==> config.mk <==
export PLATFORM = sky130hd
export DESIGN_NAME = fan_speed_sequencer_flat
export DESIGN_NICKNAME = d
export VERILOG_FILES = /design/src/rtl/fan_speed_sequencer_pkg.sv /design/src/rtl/fan_speed_sequencer_if.sv /design/src/rtl/fan_speed_sequencer_tick_gen.sv /design/src/rtl/fan_speed_sequencer.sv /design/src/flat_wrapper.sv
export SDC_FILE = /design/constraint.sdc
export NUM_CORES = 1
export LEC_CHECK = 0
export ABC_AREA = 1
export ABC_CLOCK_PERIOD_IN_PS = 4300
export BUFFER_PORTS_ARGS = -buffer_cell sky130_fd_sc_hd__buf_4
export CELL_PAD_IN_SITES_DETAIL_PLACEMENT = 0
export CELL_PAD_IN_SITES_GLOBAL_PLACEMENT = 1
export CORE_ASPECT_RATIO = 1.2
export CORE_MARGIN = 5
export CORE_UTILIZATION = 30
export CTS_BUF_LIST = sky130_fd_sc_hd__clkbuf_4
export DETAILED_ROUTE_END_ITERATION = 8
export PLACE_DENSITY = 0.6
export SYNTH_ARGS = -nofsm -noshare
export SYNTH_HDL_FRONTEND = slang
export SYNTH_SLANG_ARGS = --single-unit
==> constraint.sdc <==
create_clock -name clk -period 4.3 [get_ports clk]
set_input_delay 0.43 -clock clk [delete_from_list [all_inputs] [get_ports clk]]
set_output_delay 0.43 -clock clk [all_outputs]
set_load 0.03 [all_outputs]
==> src/rtl/fan_speed_sequencer_pkg.sv <==
// fan_pkg: shared timer encodings, level constants and widths for the fan speed sequencer.
package fan_pkg;

    localparam int REMAIN_W   = 15;
    localparam int LEVEL_BASE = 511;
    localparam int LEVEL_STEP = 512;

    typedef enum logic [3:0] {
        TMR_OFF = 4'b0001,
        TMR_1   = 4'b0010,
        TMR_2   = 4'b0100,
        TMR_3   = 4'b1000
    } timer_state_t;

    // Button cycles OFF -> T1 -> T2 -> T3 -> OFF.
    function automatic timer_state_t timer_next(input timer_state_t s);
        case (s)
            TMR_OFF: return TMR_1;
            TMR_1:   return TMR_2;
            TMR_2:   return TMR_3;
            default: return TMR_OFF;
        endcase
    endfunction

endpackage

==> src/rtl/fan_speed_sequencer_if.sv <==
// fan_speed_sequencer_if: control inputs and status outputs between the button FSM, sequencer and PWM side.
interface fan_speed_sequencer_if #(
    parameter int N = 12
);
    import fan_pkg::*;

    // No valid/ready here: fan_en/speed_req are levels, the *_btn_p inputs are single-cycle
    // pulses, all sampled on posedge clk; every output is registered in the sequencer.
    logic                fan_en;
    logic [2:0]          speed_req;
    logic                timer_btn_p;
    logic                breeze_btn_p;
    logic [N-1:0]        duty;
    logic [3:0]          timer_state;
    logic [REMAIN_W-1:0] remain_sec;
    logic                ramping;
    logic                timer_expired;

    modport master (
        output fan_en, speed_req, timer_btn_p, breeze_btn_p,
        input  duty, timer_state, remain_sec, ramping, timer_expired
    );

    modport slave (
        input  fan_en, speed_req, timer_btn_p, breeze_btn_p,
        output duty, timer_state, remain_sec, ramping, timer_expired
    );

endinterface

==> src/rtl/fan_speed_sequencer_tick_gen.sv <==
// fan_tick_gen: microsecond, ramp-step and second strobes derived from the system clock.
module fan_tick_gen #(
    parameter int SYS_FREQ = 125,
    parameter int RAMP_US  = 1000,
    parameter int SEC_US   = 1000000
) (
    input  logic clk,
    input  logic reset_p,
    input  logic sec_restart,
    output logic us_tick,
    output logic ramp_tick,
    output logic sec_tick
);

    localparam int US_W   = (SYS_FREQ > 1) ? $clog2(SYS_FREQ) : 1;
    localparam int RAMP_W = (RAMP_US > 1) ? $clog2(RAMP_US) : 1;
    localparam int SEC_W  = (SEC_US > 1) ? $clog2(SEC_US) : 1;

    logic [US_W-1:0]   us_cnt;
    logic [RAMP_W-1:0] ramp_cnt;
    logic [SEC_W-1:0]  sec_cnt;

    assign us_tick   = (us_cnt == US_W'(SYS_FREQ - 1));
    assign ramp_tick = us_tick && (ramp_cnt == RAMP_W'(RAMP_US - 1));
    assign sec_tick  = us_tick && (sec_cnt == SEC_W'(SEC_US - 1));

    // A restart still lets a coincident sec_tick through so the countdown never loses a second.
    always_ff @(posedge clk or posedge reset_p) begin
        if (reset_p) begin
            us_cnt   <= '0;
            ramp_cnt <= '0;
            sec_cnt  <= '0;
        end else begin
            if (us_tick) us_cnt <= '0;
            else         us_cnt <= us_cnt + 1'b1;

            if (ramp_tick)    ramp_cnt <= '0;
            else if (us_tick) ramp_cnt <= ramp_cnt + 1'b1;

            if (sec_restart || sec_tick) sec_cnt <= '0;
            else if (us_tick)            sec_cnt <= sec_cnt + 1'b1;
        end
    end

endmodule

==> src/rtl/fan_speed_sequencer.sv <==
// fan_speed_sequencer: soft-ramps duty toward the requested speed level and runs the off-timer.
// Breeze modulation (alternating full/half duty) is built only when FAN_BREEZE_EN is defined.
module fan_speed_sequencer
    import fan_pkg::*;
#(
    parameter int SYS_FREQ  = 125,
    parameter int N         = 12,
    parameter int RAMP_US   = 1000,
    parameter int RAMP_STEP = 16,
    parameter int SEC_US    = 1000000,
    parameter int T1_SEC    = 3600,
    parameter int T2_SEC    = 10800,
    parameter int T3_SEC    = 18000
) (
    input logic clk,
    input logic reset_p,
    fan_speed_sequencer_if.slave bus
);

    localparam logic [N-1:0] FULL   = {N{1'b1}};
    localparam logic [N:0]   STEP_W = (N+1)'(RAMP_STEP);
    localparam logic [N-1:0] STEP_N = N'(RAMP_STEP);

    logic us_tick, ramp_tick, sec_tick;
    logic ramp_now, sec_now;

    fan_tick_gen #(
        .SYS_FREQ(SYS_FREQ),
        .RAMP_US (RAMP_US),
        .SEC_US  (SEC_US)
    ) u_tick (
        .clk        (clk),
        .reset_p    (reset_p),
        .sec_restart(bus.timer_btn_p),
        .us_tick    (us_tick),
        .ramp_tick  (ramp_tick),
        .sec_tick   (sec_tick)
    );

    assign ramp_now = ramp_tick & us_tick;
    assign sec_now  = sec_tick;

    logic [N-1:0]        duty_q, target_q;
    logic                ramping_q, expired_q, stop_q;
    logic [2:0]          speed_prev_q;
    timer_state_t        state_q, state_adv;
    logic [REMAIN_W-1:0] remain_q, preset;

    logic [N:0]   lvl_wide;
    logic [N-1:0] lvl, eff_lvl, target_nxt, duty_nxt;
    logic         expire, speed_chg;

`ifdef FAN_BREEZE_EN
    logic       breeze_q, half_q;
    logic [1:0] phase_q;

    // Turning breeze on always starts on the full-duty phase.
    always_ff @(posedge clk or posedge reset_p) begin
        if (reset_p) begin
            breeze_q <= 1'b0;
            half_q   <= 1'b0;
            phase_q  <= '0;
        end else if (!bus.fan_en) begin
            breeze_q <= 1'b0;
        end else if (bus.breeze_btn_p) begin
            breeze_q <= !breeze_q;
            if (!breeze_q) begin
                half_q  <= 1'b0;
                phase_q <= '0;
            end
        end else if (breeze_q && sec_now) begin
            phase_q <= phase_q + 1'b1;
            if (phase_q == 2'd3) half_q <= !half_q;
        end
    end
`else
    logic unused_breeze;
    assign unused_breeze = bus.breeze_btn_p;
`endif

    always_comb begin
        lvl_wide = (N+1)'(LEVEL_STEP * int'(bus.speed_req) + LEVEL_BASE);
        lvl      = (lvl_wide > {1'b0, FULL}) ? FULL : lvl_wide[N-1:0];
        eff_lvl  = lvl;
`ifdef FAN_BREEZE_EN
        if (breeze_q && half_q) eff_lvl = lvl >> 1;
`endif
        target_nxt = (bus.fan_en && !stop_q && bus.speed_req != 3'd0) ? eff_lvl : '0;

        // Differences are formed only in the direction that cannot underflow.
        duty_nxt = duty_q;
        if (!bus.fan_en) begin
            duty_nxt = '0;
        end else if (ramp_now) begin
            if (duty_q < target_q)
                duty_nxt = ({1'b0, target_q - duty_q} > STEP_W) ? duty_q + STEP_N : target_q;
            else if (duty_q > target_q)
                duty_nxt = ({1'b0, duty_q - target_q} > STEP_W) ? duty_q - STEP_N : target_q;
        end
    end

    always_comb begin
        state_adv = timer_next(state_q);
        case (state_adv)
            TMR_1:   preset = REMAIN_W'(T1_SEC);
            TMR_2:   preset = REMAIN_W'(T2_SEC);
            TMR_3:   preset = REMAIN_W'(T3_SEC);
            default: preset = '0;
        endcase
    end

    assign expire    = bus.fan_en && (state_q != TMR_OFF) && sec_now && (remain_q == REMAIN_W'(1));
    assign speed_chg = (bus.speed_req != speed_prev_q);

    always_ff @(posedge clk or posedge reset_p) begin
        if (reset_p) begin
            duty_q       <= '0;
            target_q     <= '0;
            ramping_q    <= 1'b0;
            expired_q    <= 1'b0;
            stop_q       <= 1'b0;
            speed_prev_q <= '0;
            state_q      <= TMR_OFF;
            remain_q     <= '0;
        end else begin
            duty_q       <= duty_nxt;
            target_q     <= target_nxt;
            ramping_q    <= (duty_nxt != target_nxt);
            speed_prev_q <= bus.speed_req;
            expired_q    <= expire;

            // Expiry outranks a button press landing in the same cycle.
            if (!bus.fan_en || expire) begin
                state_q  <= TMR_OFF;
                remain_q <= '0;
            end else if (bus.timer_btn_p) begin
                state_q  <= state_adv;
                remain_q <= preset;
            end else if (sec_now && state_q != TMR_OFF && remain_q != '0) begin
                remain_q <= remain_q - 1'b1;
            end

            if (expire)                                        stop_q <= 1'b1;
            else if (!bus.fan_en || bus.timer_btn_p || speed_chg) stop_q <= 1'b0;
        end
    end

    assign bus.duty          = duty_q;
    assign bus.timer_state   = state_q;
    assign bus.remain_sec    = remain_q;
    assign bus.ramping       = ramping_q;
    assign bus.timer_expired = expired_q;

endmodule

==> src/flat_wrapper.sv <==
// flat-port wrapper written by rule: the top's interface ports become plain ports
module fan_speed_sequencer_flat import fan_pkg::*;
#(
    parameter int SYS_FREQ  = 125,
    parameter int N         = 12,
    parameter int RAMP_US   = 1000,
    parameter int RAMP_STEP = 16,
    parameter int SEC_US    = 1000000,
    parameter int T1_SEC    = 3600,
    parameter int T2_SEC    = 10800,
    parameter int T3_SEC    = 18000
)
  (clk, reset_p, bus_fan_en, bus_speed_req, bus_timer_btn_p, bus_breeze_btn_p, bus_duty, bus_timer_state, bus_remain_sec, bus_ramping, bus_timer_expired);
  fan_speed_sequencer_if #(.N(N)) bus_i ();
  input logic clk;
  input logic reset_p;
  input wire logic [$bits(bus_i.fan_en)-1:0] bus_fan_en;
  input wire logic [$bits(bus_i.speed_req)-1:0] bus_speed_req;
  input wire logic [$bits(bus_i.timer_btn_p)-1:0] bus_timer_btn_p;
  input wire logic [$bits(bus_i.breeze_btn_p)-1:0] bus_breeze_btn_p;
  output wire logic [$bits(bus_i.duty)-1:0] bus_duty;
  output wire logic [$bits(bus_i.timer_state)-1:0] bus_timer_state;
  output wire logic [$bits(bus_i.remain_sec)-1:0] bus_remain_sec;
  output wire logic [$bits(bus_i.ramping)-1:0] bus_ramping;
  output wire logic [$bits(bus_i.timer_expired)-1:0] bus_timer_expired;
  assign bus_i.fan_en = bus_fan_en;
  assign bus_i.speed_req = bus_speed_req;
  assign bus_i.timer_btn_p = bus_timer_btn_p;
  assign bus_i.breeze_btn_p = bus_breeze_btn_p;
  assign bus_duty = bus_i.duty;
  assign bus_timer_state = bus_i.timer_state;
  assign bus_remain_sec = bus_i.remain_sec;
  assign bus_ramping = bus_i.ramping;
  assign bus_timer_expired = bus_i.timer_expired;
  fan_speed_sequencer #(.SYS_FREQ(SYS_FREQ), .N(N), .RAMP_US(RAMP_US), .RAMP_STEP(RAMP_STEP), .SEC_US(SEC_US), .T1_SEC(T1_SEC), .T2_SEC(T2_SEC), .T3_SEC(T3_SEC)) u_core (.clk(clk), .reset_p(reset_p), .bus(bus_i));
endmodule
## Yosys cells after proc, flatten, opt, wreduce, memory -nomap -nowiden

Index checks and enable logic that the tools add are counted.

| cells by class | value |
|---|---|
| add/sub/neg operators | 9 |
| $lt $le $gt $ge | 5 |
| equality and inequality tests | 13 |
| mux-type cells | 22 |
| bitwise gates (word level) | 1 |
| reductions and logical operators | 22 |

Operators by type and width:

| kind | number |
|---|---|
| $mux 12 | 8 |
| $mux 15 | 3 |
| $pmux 15 s3 | 1 |
| $mux 20 | 2 |
| $gt 12x5->1 const B | 2 |
| $sub 12x12->12 | 2 |
| $add 20x1->20 const B | 1 |
| $eq 20x20->1 const B | 1 |
| $mux 10 | 2 |
| $eq 15x1->1 const B | 1 |
| $reduce_bool 15->1 | 1 |
| $sub 15x1->15 const B | 1 |
| $add 12x9->13 const B | 1 |
| $gt 13x12->1 const B | 1 |
| $add 12x5->12 const B | 1 |
| $gt 12x12->1 | 1 |
| $lt 12x12->1 | 1 |
| $ne 12x12->1 | 1 |
| $pmux 4 s3 | 1 |
| $sub 12x5->12 const B | 1 |
| $add 10x1->10 const B | 1 |
| $eq 10x10->1 const B | 1 |
| $logic_and 1x1->1 | 9 |
| $eq 4x2->1 const B | 2 |
| other kinds (15) | 26 |

| word-level totals | value |
|---|---|
| bits in registers | 86 |

## Logic depth before layout (Yosys ltp)

| logic depth | value |
|---|---|
| depth in word-level cells | 8 |
| mapped depth | 26 |

## Hierarchy

Synthesis repeated with hierarchy kept, for this count alone.

| unflattened totals | value |
|---|---|
| cell total of the unflattened synthesis | 1004 |
| area total of the unflattened synthesis | 6462.4 µm² |

By module, submodules not included:

| module | times used | cells an instance | area an instance (µm²) | seq. area each (µm²) |
|---|---|---|---|---|
| fan_speed_sequencer | 1 | 698 | 4314.1 | 1027.2 |
| fan_tick_gen | 1 | 306 | 2148.3 | 925.9 |

## Least setup slack after synthesis

No wires, ideal clock.

| timing | value |
|---|---|
| kind | register -> register |
| start | reg u_core.duty_q[8], in the netlist u_core.bus.duty[8] |
| end | reg u_core.ramping_q, in the netlist u_core.bus.ramping |
| data arrival time | 2.897 ns |
| data required time | 4.183 ns |
| slack | 1.285 ns |
| cell stages (with the launch flop) | 27 |
| clock period less this slack | 3.015 ns |
| path through | dfrtp_1 -> clkbuf_1 -> inv_1 -> ha_1 -> nand2_1 -> inv_2 -> nand2_1 -> inv_1 -> nand2_1 -> nand3_1 -> nand2_1 -> nand2_1 -> nor2_1 -> nand3_2 -> buf_6 -> nand2_1 -> nand3_1 -> nand2_1 -> inv_2 -> nand2_1 -> nand2_1 -> nor2_1 -> nand2_1 -> nor2_1 -> nand2_1 -> nand2_1 -> nand2_1 |

| between the ends | value |
|---|---|
| word-level cells in the longest chain between the ends | 8 |
| elaborated cells on any way between the ends | 15 |
| classes of those cells | add/sub: 4; order compare: 4; eq/ne: 1; mux: 6 |

RTL lines:

| item | RTL line | RTL |
|---|---|---|
| from (decl) | fan_speed_sequencer.sv:43 | `logic [N-1:0] duty_q, target_q;` |
| from (signal assigned) | fan_speed_sequencer.sv:126 | `duty_q <= duty_nxt;` |
| $sub 12x12->12 | fan_speed_sequencer.sv:98 | `duty_nxt = ({1'b0, duty_q - target_q} > STEP_W) ? duty_q - STEP_N : target_q;` |
| $gt 12x5->1 | fan_speed_sequencer.sv:98 |  |
| $mux 12 | fan_speed_sequencer.sv:98 |  |
| $mux 12 | fan_speed_sequencer.sv:97 | `else if (duty_q > target_q)` |
| $mux 12 | fan_speed_sequencer.sv:95 | `if (duty_q < target_q)` |
| $mux 12 * | fan_speed_sequencer.sv:94 | `end else if (ramp_now) begin` |
| $mux 12 * | fan_speed_sequencer.sv:92 | `if (!bus.fan_en) begin` |
| $ne 12x12->1 * | fan_speed_sequencer.sv:128 | `ramping_q <= (duty_nxt != target_nxt);` |
| to (signal assigned) | fan_speed_sequencer.sv:128 |  |
| to (decl) | fan_speed_sequencer.sv:44 | `logic ramping_q, expired_q, stop_q;` |

Mark *: on every way between the ends. The rest lies on a longest branch, timed or not.
A chain may end at the register's enable or synchronous reset.

## Worst setup path after layout

| timing | value |
|---|---|
| start | reg u_core.duty_q[8], in the netlist u_core.bus.duty[8] |
| end | reg u_core.ramping_q, in the netlist u_core.bus.ramping |

| between the ends | value |
|---|---|
| word-level cells in the longest chain between the ends | 8 |
| elaborated cells on any way between the ends | 15 |
| classes of those cells | add/sub: 4; order compare: 4; eq/ne: 1; mux: 6 |

RTL lines:

| item | RTL line | RTL |
|---|---|---|
| $sub 12x12->12 | fan_speed_sequencer.sv:98 |  |
| $gt 12x5->1 | fan_speed_sequencer.sv:98 |  |
| $mux 12 | fan_speed_sequencer.sv:98 |  |
| $mux 12 | fan_speed_sequencer.sv:97 |  |
| $mux 12 * | fan_speed_sequencer.sv:95 |  |
| $mux 12 * | fan_speed_sequencer.sv:94 |  |
| $mux 12 * | fan_speed_sequencer.sv:92 |  |
| named net u_core.duty_nxt[2] | fan_speed_sequencer.sv:50 | `logic [N-1:0] lvl, eff_lvl, target_nxt, duty_nxt;` |
| $ne 12x12->1 * | fan_speed_sequencer.sv:128 |  |

Mark *: on every way through the listed nets, which the timed path passes. The rest lies on a longest branch.

==> reports/results.txt <==
The count of yosys warnings during synthesis was 0. Excluding fillers, the count of instances in the completed layout stands at 1248. In the synthesized netlist, the cells that appear most often are sky130_fd_sc_hd__nand2_1, sky130_fd_sc_hd__inv_1, sky130_fd_sc_hd__dfrtp_1. The final count of hold timing violations is 0, and the first-iteration detailed-routing DRC count is 261.

The CTS H-tree depth came out at 3. Clock latency on the worst-skew pair, taken at its later pin, is 0.45 ns. The logs give 19.0% for the combinational power share and 9 for the TritonCTS buffer count.

The analysis attributes to net switching a power of 513 uW. After clock tree synthesis, the clock-pin slew on the worst setup and hold paths is 0.14 ns. The die height was 167 um. Summing over every cut layer, the via total after detailed routing is 5901.

The core region is 0.0203 mm2. The average cell area after synthesis was 6.61 um2. Headroom to the max-slew limit came out at 44.1%.

The total power density per cell area was 237 mW/mm2. The worst setup path is launched from a register. Internal power comes to 1140 uW. The worst path needs 3.49 ns of the cycle, external delays included. Using the TritonRoute via totals, the vias-per-cell ratio works out to 4.73.

The number of sinks driven by the clock tree came out at 78. The number of hold buffers added after CTS was 0. For the floorplan die area, the log shows 0.0236 mm2. The run gives 1 as the number of antenna violations at the first check in global routing.

Synthesis inferred 78 register bits. Row generation in the floorplan step produced 57 rows. For this run, the post-layout net count is 1018.

Summed over all instances, the cell type with the most area after synthesis is sky130_fd_sc_hd__dfrtp_1. The analysis attributes to cell leakage a power of 0.00360 uW. The arrival time at the worst endpoint is 3.84 ns. The global-route wire length before repair is 29.7 mm.

The first TritonRoute pass finished after 5 iterations. The final global-route overflow total was 0. Path type of the worst setup path: reg -> reg. Across the VDD grid, the largest voltage drop is 107 uV.

The via count of the first global-routing pass was 5918. The area growth from synthesis to layout is 12.5%. The longest clock path from root to sink contains 2 buffers.

In this run the clock root is driven by a sky130_fd_sc_hd__clkbuf_4. STA classifies the critical path endpoint as a register. Yosys attributes the largest share of cell area to sky130_fd_sc_hd__dfrtp_1, sky130_fd_sc_hd__nand2_1, sky130_fd_sc_hd__inv_1, sky130_fd_sc_hd__ha_1, sky130_fd_sc_hd__nand3_1. The run finished with clean final reports. In this run switching power makes up 31.1% of total power. The die is 141 um wide. 41 I/O pins were placed. Setup repair after global routing left no endpoint under its margin.

For the number of gates resized after CTS, the log shows 0. For this run, the leading register cell type out of synthesis is sky130_fd_sc_hd__dfrtp_1. The tool flagged a number of max-cap violations equal to 0. For this run, the top clock speed supported by timing is 287 MHz. The combined global-route utilization of all metal layers came out at 15.2%. The transition at the pin with the smallest max-transition slack came out at 0.837 ns. The number of nets handed over by synthesis was 978. At the end of routability-driven placement, the weighted congestion stood at 0.789.

The worst endpoint required time was 4.65 ns. The post-route DRC violation count came out at 0. For this configuration, the core starts out at a cell density of 30.5%. Most common cell in the synthesized netlist: sky130_fd_sc_hd__nand2_1. The portion of total power attributed to sequential cells is 46.6%, and the count of mapped cells out of synthesis is 938. Setup violations remaining at the end of the flow were counted as 0. The netlist area before placement is 0.00620 mm2. Summed over its instances, the top area cell type makes up 31.1% of the synthesized netlist area. Adding up every negative setup slack in the final design gives 0 ns. Counting flops with an async set or reset pin after synthesis yields a share of 100%. The share of layout cells above drive strength 1 is 11.1%, and the largest driver fanout on the critical path is 14. For the max-slew violation count, the log shows 0. The count of buffers from port buffering was 39; the share of total power in the clock network was 34.4%. For the count of distinct cell types in the synthesized netlist, the log shows 51. For the pin count of the biggest net entering global routing, the log shows 48. The count of nets left with antenna violations once routing finished came out at 0.

In this run, synthesis inferred 0 flip-flops with an integrated enable. TritonCTS built the clock tree. The tools report the post-detailed-routing wire length as 17.6 mm. The share of the Yosys chip area taken by registers is 31.5%.

On the final layout, the worst clock skew is 0.0273 ns. After layout, the worst path uses 81.1% of the clock period. The HPWL reported at the end of detailed placement was 13.9 mm; the cell count after placement was 1232. The final routed wire length divided by cell count was 14.1 um.

The tools report the number of buffers inserted by post-CTS setup repair as 0. The min-delay analysis places its worst path in the category in -> reg.
==> flip-flops by register name, summed over array words and instances, names as in the netlist <==
signal and cells:
u_core.u_tick.us_cnt 7, u_core.u_tick.ramp_cnt 10, u_core.bus.ramping 1, u_core.target_q 4, u_core.bus.remain_sec 15, u_core.speed_prev_q 3, u_core.stop_q 1, u_core.bus.timer_expired 1
u_core.bus.timer_state 4, u_core.u_tick.sec_cnt 20, u_core.bus.duty 12
==> layout make-up <==
class,instances,area (um2)
Antenna cell,1,2.50
Clock buffer,9,67.6
Clock inverter,6,111
Fill cell,2276,13400
Inverter,154,581
Multi-Input combinational cell,691,3590
Sequential cell,78,1950
Tap cell,265,332
Timing Repair Buffer,44,330
==> through the flow <==
| step | util (%) | power, uW | hold WS (ns) | instance area, um2 | worst slack, ns |
|---|---|---|---|---|---|
| floorplan | - | 1010 | 0.455 | 6200 | 1.29 |
| global placement | 33.4 | 1100 | 0.481 | 6790 | 0.738 |
| detailed placement | 33.4 | 1100 | 0.488 | 6790 | 0.761 |
| CTS | 34.3 | 1680 | 0.0596 | 6970 | 0.741 |
| global route | 34.3 | 1750 | 0.0581 | 6970 | 0.436 |
| finish | 34.3 | 1650 | 0.0933 | 6970 | 0.811 |
==> power by group through the flow <==
stage | clock [uW] | combinational, uW | sequential (uW)
floorplan | 0 | 203 | 804
global placement | 0 | 320 | 784
detailed placement | 0 | 319 | 783
CTS | 593 | 320 | 769
global route | 625 | 358 | 772
finish | 568 | 314 | 769
==> worst max-delay path, cell delays in order (launching register included) <==
cell                       delay, ns
sky130_fd_sc_hd__dfrtp_1        0.60
sky130_fd_sc_hd__inv_1          0.18
sky130_fd_sc_hd__ha_1           0.43
sky130_fd_sc_hd__nand2_1        0.15
sky130_fd_sc_hd__inv_2          0.06
sky130_fd_sc_hd__nand2_1        0.12
sky130_fd_sc_hd__inv_1          0.07
sky130_fd_sc_hd__nand2_1        0.11
sky130_fd_sc_hd__nand3_1        0.10
sky130_fd_sc_hd__nand2_1        0.09
sky130_fd_sc_hd__nand2_1        0.05
sky130_fd_sc_hd__nor2_1         0.14
sky130_fd_sc_hd__nand3_2        0.32
sky130_fd_sc_hd__nand2_1        0.14
sky130_fd_sc_hd__nand2_1        0.06
sky130_fd_sc_hd__nand2_1        0.06
sky130_fd_sc_hd__nand2_1        0.07
sky130_fd_sc_hd__a21boi_1       0.18
sky130_fd_sc_hd__nand2_1        0.07
sky130_fd_sc_hd__nor2_1         0.15
sky130_fd_sc_hd__nand2_1        0.07
sky130_fd_sc_hd__nand2_1        0.12
sky130_fd_sc_hd__nand2_1        0.06
==> layer usage <==
layer	GRT usage (%)	routed length, um	up-vias
met5	0	0	-
met4	4.26	365	0
met3	1.80	323	19
met2	27.9	9070	74
met1	18.6	7890	2695
li1	-	-	3113
==> placed cells by master (no fill, tap or decap), types with 2 or more instances in the layout <==
cell type,netlist,layout
sky130_fd_sc_hd__nand2_1,274,274
sky130_fd_sc_hd__inv_1,134,133
sky130_fd_sc_hd__dfrtp_1,77,77
sky130_fd_sc_hd__nor2_1,76,76
sky130_fd_sc_hd__nand3_1,75,75
sky130_fd_sc_hd__a21oi_1,63,63
sky130_fd_sc_hd__buf_4,0,44
sky130_fd_sc_hd__ha_1,31,31
sky130_fd_sc_hd__o21ai_0,26,26
sky130_fd_sc_hd__nor3_1,25,25
sky130_fd_sc_hd__nand4_1,24,24
sky130_fd_sc_hd__inv_2,18,18
sky130_fd_sc_hd__xor2_1,16,16
sky130_fd_sc_hd__clkbuf_4,0,9
sky130_fd_sc_hd__nor4_1,8,8
sky130_fd_sc_hd__nor2_2,6,6
sky130_fd_sc_hd__nand3_2,5,5
sky130_fd_sc_hd__a31oi_1,5,5
sky130_fd_sc_hd__nor2_4,5,5
sky130_fd_sc_hd__o21a_1,4,4
sky130_fd_sc_hd__xnor2_1,4,4
sky130_fd_sc_hd__o21ai_1,4,4
sky130_fd_sc_hd__nand2_2,4,4
sky130_fd_sc_hd__nor3b_1,4,4
sky130_fd_sc_hd__clkinv_2,1,3
sky130_fd_sc_hd__and3_1,3,3
sky130_fd_sc_hd__bufinv_16,0,3
sky130_fd_sc_hd__or2_2,2,2
sky130_fd_sc_hd__o22ai_1,2,2
sky130_fd_sc_hd__a211oi_1,2,2
sky130_fd_sc_hd__nand3b_1,2,2
sky130_fd_sc_hd__o21bai_1,2,2
sky130_fd_sc_hd__a311oi_1,2,2
sky130_fd_sc_hd__o2111ai_1,2,2
==> path summary, 6_finish.rpt <==
kind	cells past startpoint	slack, ns	startpoint	end
worst min-delay path	1	0.09	bus_speed_req[1]	u_core.speed_prev_q[1]
max in group asynchronous	3	3.26	reset_p	u_core.u_tick.us_cnt[1]
worst max register to register	22	0.81	u_core.bus.duty[8]	u_core.bus.ramping
min in group asynchronous	2	0.10	reset_p	u_core.bus.remain_sec[4]
worst min register to register	1	0.51	u_core.u_tick.sec_cnt[18]	u_core.u_tick.sec_cnt[18]
worst max-delay path	22	0.81	u_core.bus.duty[8]	u_core.bus.ramping
==> cells by family after synthesis <==
| family | after synthesis | share of synthesized area (%) |
|---|---|---|
| AO/OA/AOI/OAI | 122 | 11.3 |
| AND/OR/NAND/NOR | 517 | 37.3 |
| buffers and inverters | 169 | 10.5 |
| flip-flops | 78 | 31.5 |
| adder cells (fa/ha/maj) | 32 | 6.58 |
| XOR/XNOR | 20 | 2.83 |
(Power assumes the default switching activity.)
